**config.mk**
```make
export PLATFORM = sky130hd
export DESIGN_NAME = bit_serial_matrix_multiply_specific
export DESIGN_NICKNAME = d
export VERILOG_FILES = /design/src/rtl/bit_serial_matrix_multiply_specific.sv
export SDC_FILE = /design/constraint.sdc
export NUM_CORES = 2
export LEC_CHECK = 0
export ABC_AREA = 1
export CAP_MARGIN = 10
export CORE_UTILIZATION = 40
export DETAILED_ROUTE_END_ITERATION = 7
export PLACE_DENSITY = 0.68
export SLEW_MARGIN = 20
export SYNTH_ARGS = -nofsm -noshare
export SYNTH_HDL_FRONTEND = slang
export SYNTH_SLANG_ARGS = --single-unit
```
**constraint.sdc**
```tcl
create_clock -name clk -period 7.09 [get_ports clk]
set_clock_uncertainty 0.15 [all_clocks]
set_input_delay 0.709 -clock clk [delete_from_list [all_inputs] [get_ports clk]]
set_output_delay 0.709 -clock clk [all_outputs]
set_load 0.005 [all_outputs]
```
**src/rtl/bit_serial_matrix_multiply_specific.sv**
```systemverilog
// ============================================================================
// Module  : bit_serial_matrix_multiply_specific
// Brief   : Bit-serial (LSB first) product of a 10-element vector and a fixed
//           15x10 matrix M[r][c] = ((r+2c) mod 4) - 1; 32 cycles per run.
//           Optional macro BSMM_RESULT_CLEAR_EN clears result at run start.
// Revision: 1.0 - initial release
// ============================================================================
`default_nettype none

module bit_serial_matrix_multiply_specific #(
   parameter int W     = 32,
   parameter int N_IN  = 10,
   parameter int N_OUT = 15
) (
   input  logic                        clk,
   input  logic                        rst_n,
   input  logic                        start,
   input  logic [N_IN-1:0][W-1:0]      values,
   output logic [N_OUT-1:0][W-1:0]     result,
   output logic                        busy,
   output logic                        done
);

   localparam int CW = $clog2(W);
   localparam int PW = 6;                 // holds -10..20 per-bit row sum

   localparam logic [0:0] ST_IDLE = 1'b0;
   localparam logic [0:0] ST_RUN  = 1'b1;

   function automatic logic signed [PW-1:0] coef(input int r, input int c);
      int m;
      m = ((r + 2 * c) % 4) - 1;
      return PW'(m);
   endfunction

   logic [0:0]                 state_q, state_d;
   logic [CW-1:0]              cnt_q, cnt_d;
   logic [N_IN-1:0][W-1:0]     sh_q, sh_d;
   logic [N_OUT-1:0][W-1:0]    acc_q, acc_d;
   logic [N_OUT-1:0][W-1:0]    result_q, result_d;
   logic                       done_q, done_d;
   logic [N_OUT-1:0][PW-1:0]   partial;
   logic [N_OUT-1:0][W-1:0]    addend;
   logic                       accept;
   logic                       last_bit;

   // state register and datapath flops
   always_ff @(posedge clk or negedge rst_n) begin
      if (!rst_n) begin
         state_q  <= ST_IDLE;
         cnt_q    <= '0;
         sh_q     <= '0;
         acc_q    <= '0;
         result_q <= '0;
         done_q   <= 1'b0;
      end else begin
         state_q  <= state_d;
         cnt_q    <= cnt_d;
         sh_q     <= sh_d;
         acc_q    <= acc_d;
         result_q <= result_d;
         done_q   <= done_d;
      end
   end

   assign accept   = (state_q == ST_IDLE) && start;
   assign last_bit = (cnt_q == CW'(W - 1));

   // next-state logic
   always_comb begin
      state_d = state_q;
      case (state_q)
         ST_IDLE: if (start)    state_d = ST_RUN;
         ST_RUN:  if (last_bit) state_d = ST_IDLE;
         default:               state_d = ST_IDLE;
      endcase
   end

   // per-row signed sum of the current serial bits, weighted by 2^k
   always_comb begin
      for (int r = 0; r < N_OUT; r++) begin
         partial[r] = '0;
         for (int c = 0; c < N_IN; c++) begin
            partial[r] = partial[r] + (sh_q[c][0] ? coef(r, c) : PW'(0));
         end
         addend[r] = {{(W-PW){partial[r][PW-1]}}, partial[r]} << cnt_q;
      end
   end

   always_comb begin
      sh_d     = sh_q;
      acc_d    = acc_q;
      cnt_d    = cnt_q;
      result_d = result_q;
      done_d   = 1'b0;
      if (accept) begin
         sh_d  = values;
         acc_d = '0;
         cnt_d = '0;
`ifdef BSMM_RESULT_CLEAR_EN
         result_d = '0;
`else
         result_d = result_q;
`endif
      end else if (state_q == ST_RUN) begin
         for (int r = 0; r < N_OUT; r++) begin
            acc_d[r] = acc_q[r] + addend[r];
         end
         for (int c = 0; c < N_IN; c++) begin
            sh_d[c] = sh_q[c] >> 1;
         end
         cnt_d = cnt_q + CW'(1);
         if (last_bit) begin
            result_d = acc_d;
            done_d   = 1'b1;
            cnt_d    = '0;
         end
      end
   end

   // outputs
   always_comb begin
      busy   = (state_q == ST_RUN);
      done   = done_q;
      result = result_q;
   end

endmodule

`default_nettype wire

```
* After elaboration in Yosys (flattened, before gate mapping)
Index checks and enable logic that the tools add are counted.
Widths: inputs -> output; s select.
** Cells by class
- Multiply operators :: 0
- Multiplexer cells :: 43
- Bitwise gates (word level) :: 2
- Magnitude comparators :: 0
- $add $sub $neg :: 42
- Reductions and logical operators :: 3
- Div/mod/pow operators :: 0
- Shift-type cells :: 4
- Equal/unequal tests :: 1
** Operator list (number)
- $mux 480 :: 2
- $mux 320 :: 2
- $add 32x32->32 :: 15
- $shl 32x5->32 :: 4
- $add 6x6->6 :: 21
- $mux 6 :: 10
- $mux 2 :: 10
- $add 6x1->6 :: 3
- $mux 1 :: 15
- $mux 5 :: 3
- $add 1x6->6 :: 1
- $add 6x2->6 :: 1
- $add 5x1->5 const B :: 1
- $eq 5x5->1 const B :: 1
- $reduce_and 3->1 :: 1
- $not 1->1 :: 2
- $pmux 1 s2 :: 1
- $reduce_bool 2->1 :: 1
- $logic_and 1x1->1 :: 1
** Word-level totals
- Input bits :: 323
- Word-level logic and storage cells :: 138
- Register bits :: 1287
- Memories kept :: 0
- Bits in writable memories :: 0
- Output and inout bits :: 482
- Latch bits :: 0
- Memory bits (read-only) :: 0

* Depth between registers and ports, before layout
- Depth in word-level cells :: 14
- Mapped depth :: 35
- Gate-level depth less buffers :: 35

* Least setup slack after synthesis
No wires, ideal clock.
- Path kind :: register to register
- Start point :: reg sh_q[160] (netlist bit)
- End point :: reg result_q, in the netlist result[278]
- Period minus slack after synthesis :: 5525 ps
- Cell stages (with the launch flop) :: 28
- Data arrival time :: 5257 ps
- Slack :: 1565 ps
- Library setup time :: 118 ps
- Path buffers :: 0
- Path through :: dfrtp_1 -> inv_1 -> fa_1 -> inv_1 -> fa_1 -> inv_1 -> fa_1 -> inv_1 -> ha_1 -> fa_1 -> nor2_1 -> nor2_1 -> nand2_1 -> nor2_1 -> nand2_1 -> nor2_1 -> inv_1 -> fa_1 -> o31ai_1 -> nand3_1 -> a21boi_1 -> nand2_1 -> nand3_1 -> nand2_1 -> nand2_1 -> nand2_1 -> nand3_1 -> nand2_1
** Between the ends
- Longest elaborated chain between the ends :: 8
** RTL lines
- start, declared :: RTL line 38 : logic [N_IN-1:0][W-1:0] sh_q, sh_d;
- start signal, assigned :: RTL line 52 : sh_q <= '0;
- start signal, assigned :: RTL line 59 : sh_q <= sh_d;
- $mux 1 :: RTL line 84 : partial[r] = partial[r] + (sh_q[c][0] ? coef(r, c) : PW'(0));
- $add 6x1->6 :: RTL line 84
- $add 6x6->6 :: RTL line 84
- $add 6x1->6 :: RTL line 84
- $add 6x6->6 (2 in series) :: RTL line 84
- $shl 32x5->32 :: RTL line 86 : addend[r] = {{(W-PW){partial[r][PW-1]}}, partial[r]} << cnt_q;
- $add 32x32->32 :: RTL line 107 : acc_d[r] = acc_q[r] + addend[r];
- end signal, assigned :: RTL line 61 : result_q <= result_d;
- end, declared :: RTL line 40 : logic [N_OUT-1:0][W-1:0] result_q, result_d;
Every way passes these cells.
A chain may end at the register's enable or synchronous reset.

* Worst setup path after layout
- Start point :: reg sh_q[224] (netlist bit)
- End point :: reg acc_q[350] (netlist bit)
** Between the ends
- Longest elaborated chain between the ends :: 8
** RTL lines
- $mux 6 :: RTL line 84
- $add 6x6->6 :: RTL line 84
- $add 6x1->6 :: RTL line 84
- $add 6x6->6 :: RTL line 84
- $shl 32x5->32 :: RTL line 86
- $add 32x32->32 :: RTL line 107
- $mux 480 :: RTL line 105 : end else if (state_q == ST_RUN) begin
- $mux 480 :: RTL line 96 : if (accept) begin
- end signal, assigned :: RTL line 53 : acc_q <= '0;
- end signal, assigned :: RTL line 60 : acc_q <= acc_d;
- end, declared :: RTL line 39 : logic [N_OUT-1:0][W-1:0] acc_q, acc_d;
Every way passes these cells. The select of a mux whose other input is x is not followed.

==> flow_metrics.tcl <==
set metrics [dict create \
    wire_per_inst_um 21.52 \
    fmax_mhz 148.6 \
    ys_types 61 \
    finalHoldViolations 0 \
    grt_max_degree 251 \
    yosys.area.top_type "dfrtp_1" \
    floorplan.initialDensity_pct 40.48 \
    cts.htree.levels 4 \
    dp_hpwl_mm 211.8 \
    viasPerCell 5.441 \
    grt_pass1_wl_mm 427.3 \
    vias 71260 \
    clock_path_buffers 3 \
    gp_congestion 0.9858 \
    cp_common_cell "inv_1" \
    slew_headroom_pct 26.60 \
    clkTransAtPathRegs_ps 60 \
    critPathCaptureType "flip-flop" \
    clkSinkCount 1273 \
    hold_class "input pin to flip-flop" \
    place_inst 12820 \
    rows 158 \
    cts_setup_buffers 0 \
    async_flop_share_pct 100.0 \
    slowest_stage "o21ai_0" \
    yosysWarnings 0 \
    cts_buffers 148 \
    clk_latency_ps 820 \
    tns_ps 0 \
    worstPathMaxFanout 4 \
    worstPathRequired_ps 7640 \
    worst_pin_slew_ps 1101 \
    drtIter0Drc 5335 \
    arrival_ps 7280 \
    io_pins 805 \
    antenna_found_initial 20 \
    portBuffers 797 \
    drc 0 \
    die_x_um 436.1 \
    wl_mm 281.8 \
    synth-main-ff-cell "dfrtp_1" \
    ys_top_cells_by_count "3,165 x nand2_1, 1,273 x dfrtp_1, 742 x o21ai_0" \
    cts_tree "done" \
    grt.total_usage_pct 29.11 \
    rsz0062_at_grt "false" \
    areaGrowthSynthToFinish_pct 21.65 \
    yosys_register_bits 1273 \
    first_pass_iters 6 \
    synth_area_per_cell_um2 7.736 \
    outcome "completed" \
    first_global_vias 70078 \
    yosys.area.top_type_share_pct 42.26 \
    synthCells 9744 \
    synth_edf_count 0 \
    min_period_ps 6732 \
    nFillCells 18107 \
    drtAntennaViolNets 0 \
    yosysMostFrequentCell "nand2_1" \
    synth_area_mm2 0.07538 \
    die_area_mm2 0.1902 \
    netlist_top_cells_area "dfrtp_1 42%, nand2_1 16%, ha_1 7.6%" \
    final_net_count 11301 \
    slowest_delay_ps 630 \
    fin_cells 13096 \
    core_mm2 0.1862 \
    drv_cap 0 \
    crit_path_start_kind "flip-flop" \
    period_share_pct 94.94 \
    grt_overflow 0 \
    ys_seq_area_share_pct 42.26 \
    slew_violations 0 \
    clockRootBuffer "clkbuf_16" \
    criticalPathCategory "flip-flop to flip-flop" \
    final_layout_size_suffix_gt1_share_pct 5.203 \
    setup_viol 0 \
    fp.dieH_um 436.1 \
]
through the flow:
stage,setup slack (ps),instance area (µm²),util (%),hold WS (ps)
after floorplan,1565,75400,-,263.4
after global placement,405.4,86470,46.43,312.4
after detailed placement,436.0,86470,46.43,315.0
after CTS,427.1,91660,49.22,236.6
after global routing,27.37,91680,49.23,276.6
final,358.5,91690,49.24,304.1
logic make-up after synthesis:
kind of cell,synth area share [%]
flip-flops,42.26
XOR/XNOR,2.940
AO/OA/AOI/OAI,14.51
AND/OR/NAND/NOR,26.33
buffers and inverters,5.571
other,0.004975
adder cells (fa/ha/maj),8.376
state kept, by name, indices dropped and copies added, names as in the netlist:
signal	cells
acc_q	473
result	473
sh_q	320
cnt_q	5
busy	1
done	1
repair_timing:
item	in CTS	in global routing
hold buffers	1	0
resized for setup	0	2
endpoints found under the setup margin	0	5
hold endpoints to repair	101	0
worst max-delay path, delay by kind of cell, from the launching register on:
family                   cells  cell delay (ps)
buffers and inverters        8              780
flip-flops                   1              390
AO/OA/AOI/OAI                8             2260
adder cells (fa/ha/maj)      6             2520
AND/OR/NAND/NOR              6              520
cell usage in the layout, fill, tap and decap left out, types with 28 or more instances in the layout:
master              n
o21a_1             61
o22ai_1            39
clkbuf_16         149
or2_2              41
nand3b_1           78
clkdlybuf4s50_1   796
a211oi_1           28
ha_1              455
xor2_1            120
o21ai_1            55
nor3_1            111
fa_1               31
a32o_1             29
nand4_1            53
o211ai_1          160
nand2_1          3164
xnor2_1           133
buf_4             139
nand2_2            43
o221ai_1          107
a21oi_1           501
nor2_1            513
clkbuf_8           33
dfrtp_1          1269
o21ai_0           741
a31oi_1            31
nand3_1           680
inv_1             730
worst paths after layout:
kind	start	endpoint	cells past startpoint	slack (ps)
max	sh_q[224]	acc_q[350]	28	360
min	values[196]	sh_q[196]	3	300
max reg2reg	sh_q[224]	acc_q[350]	28	360
min reg2reg	result[80]	result[80]	2	330
max in group asynchronous	rst_n	sh_q[84]	4	4680
min in group asynchronous	rst_n	result[104]	2	380
final cells by class:
type                       instances  area [µm²]  share of cell area (%)
clock inverter                    61       899.6                  0.9811
multi-input combinational       7377       39390                   42.95
antenna                            6       15.01                 0.01637
inverter                         740        2799                   3.053
clock buffer                     207        4277                   4.664
sequential                      1273       31870                   34.75
timing repair buffer             952        9349                   10.20
tap                             2480        3103                   3.384
routing by layer:
metal,track usage (%),share of wire [%],routed length [µm]
met5,0,0.062,174
met4,13.37,5.1,14480
met3,5.267,6.5,18290
met2,46.66,45,128100
met1,38.13,43,120800
Power is not shown: default switching activity piles up to over one toggle a cycle in this logic, so the estimate is an artifact.
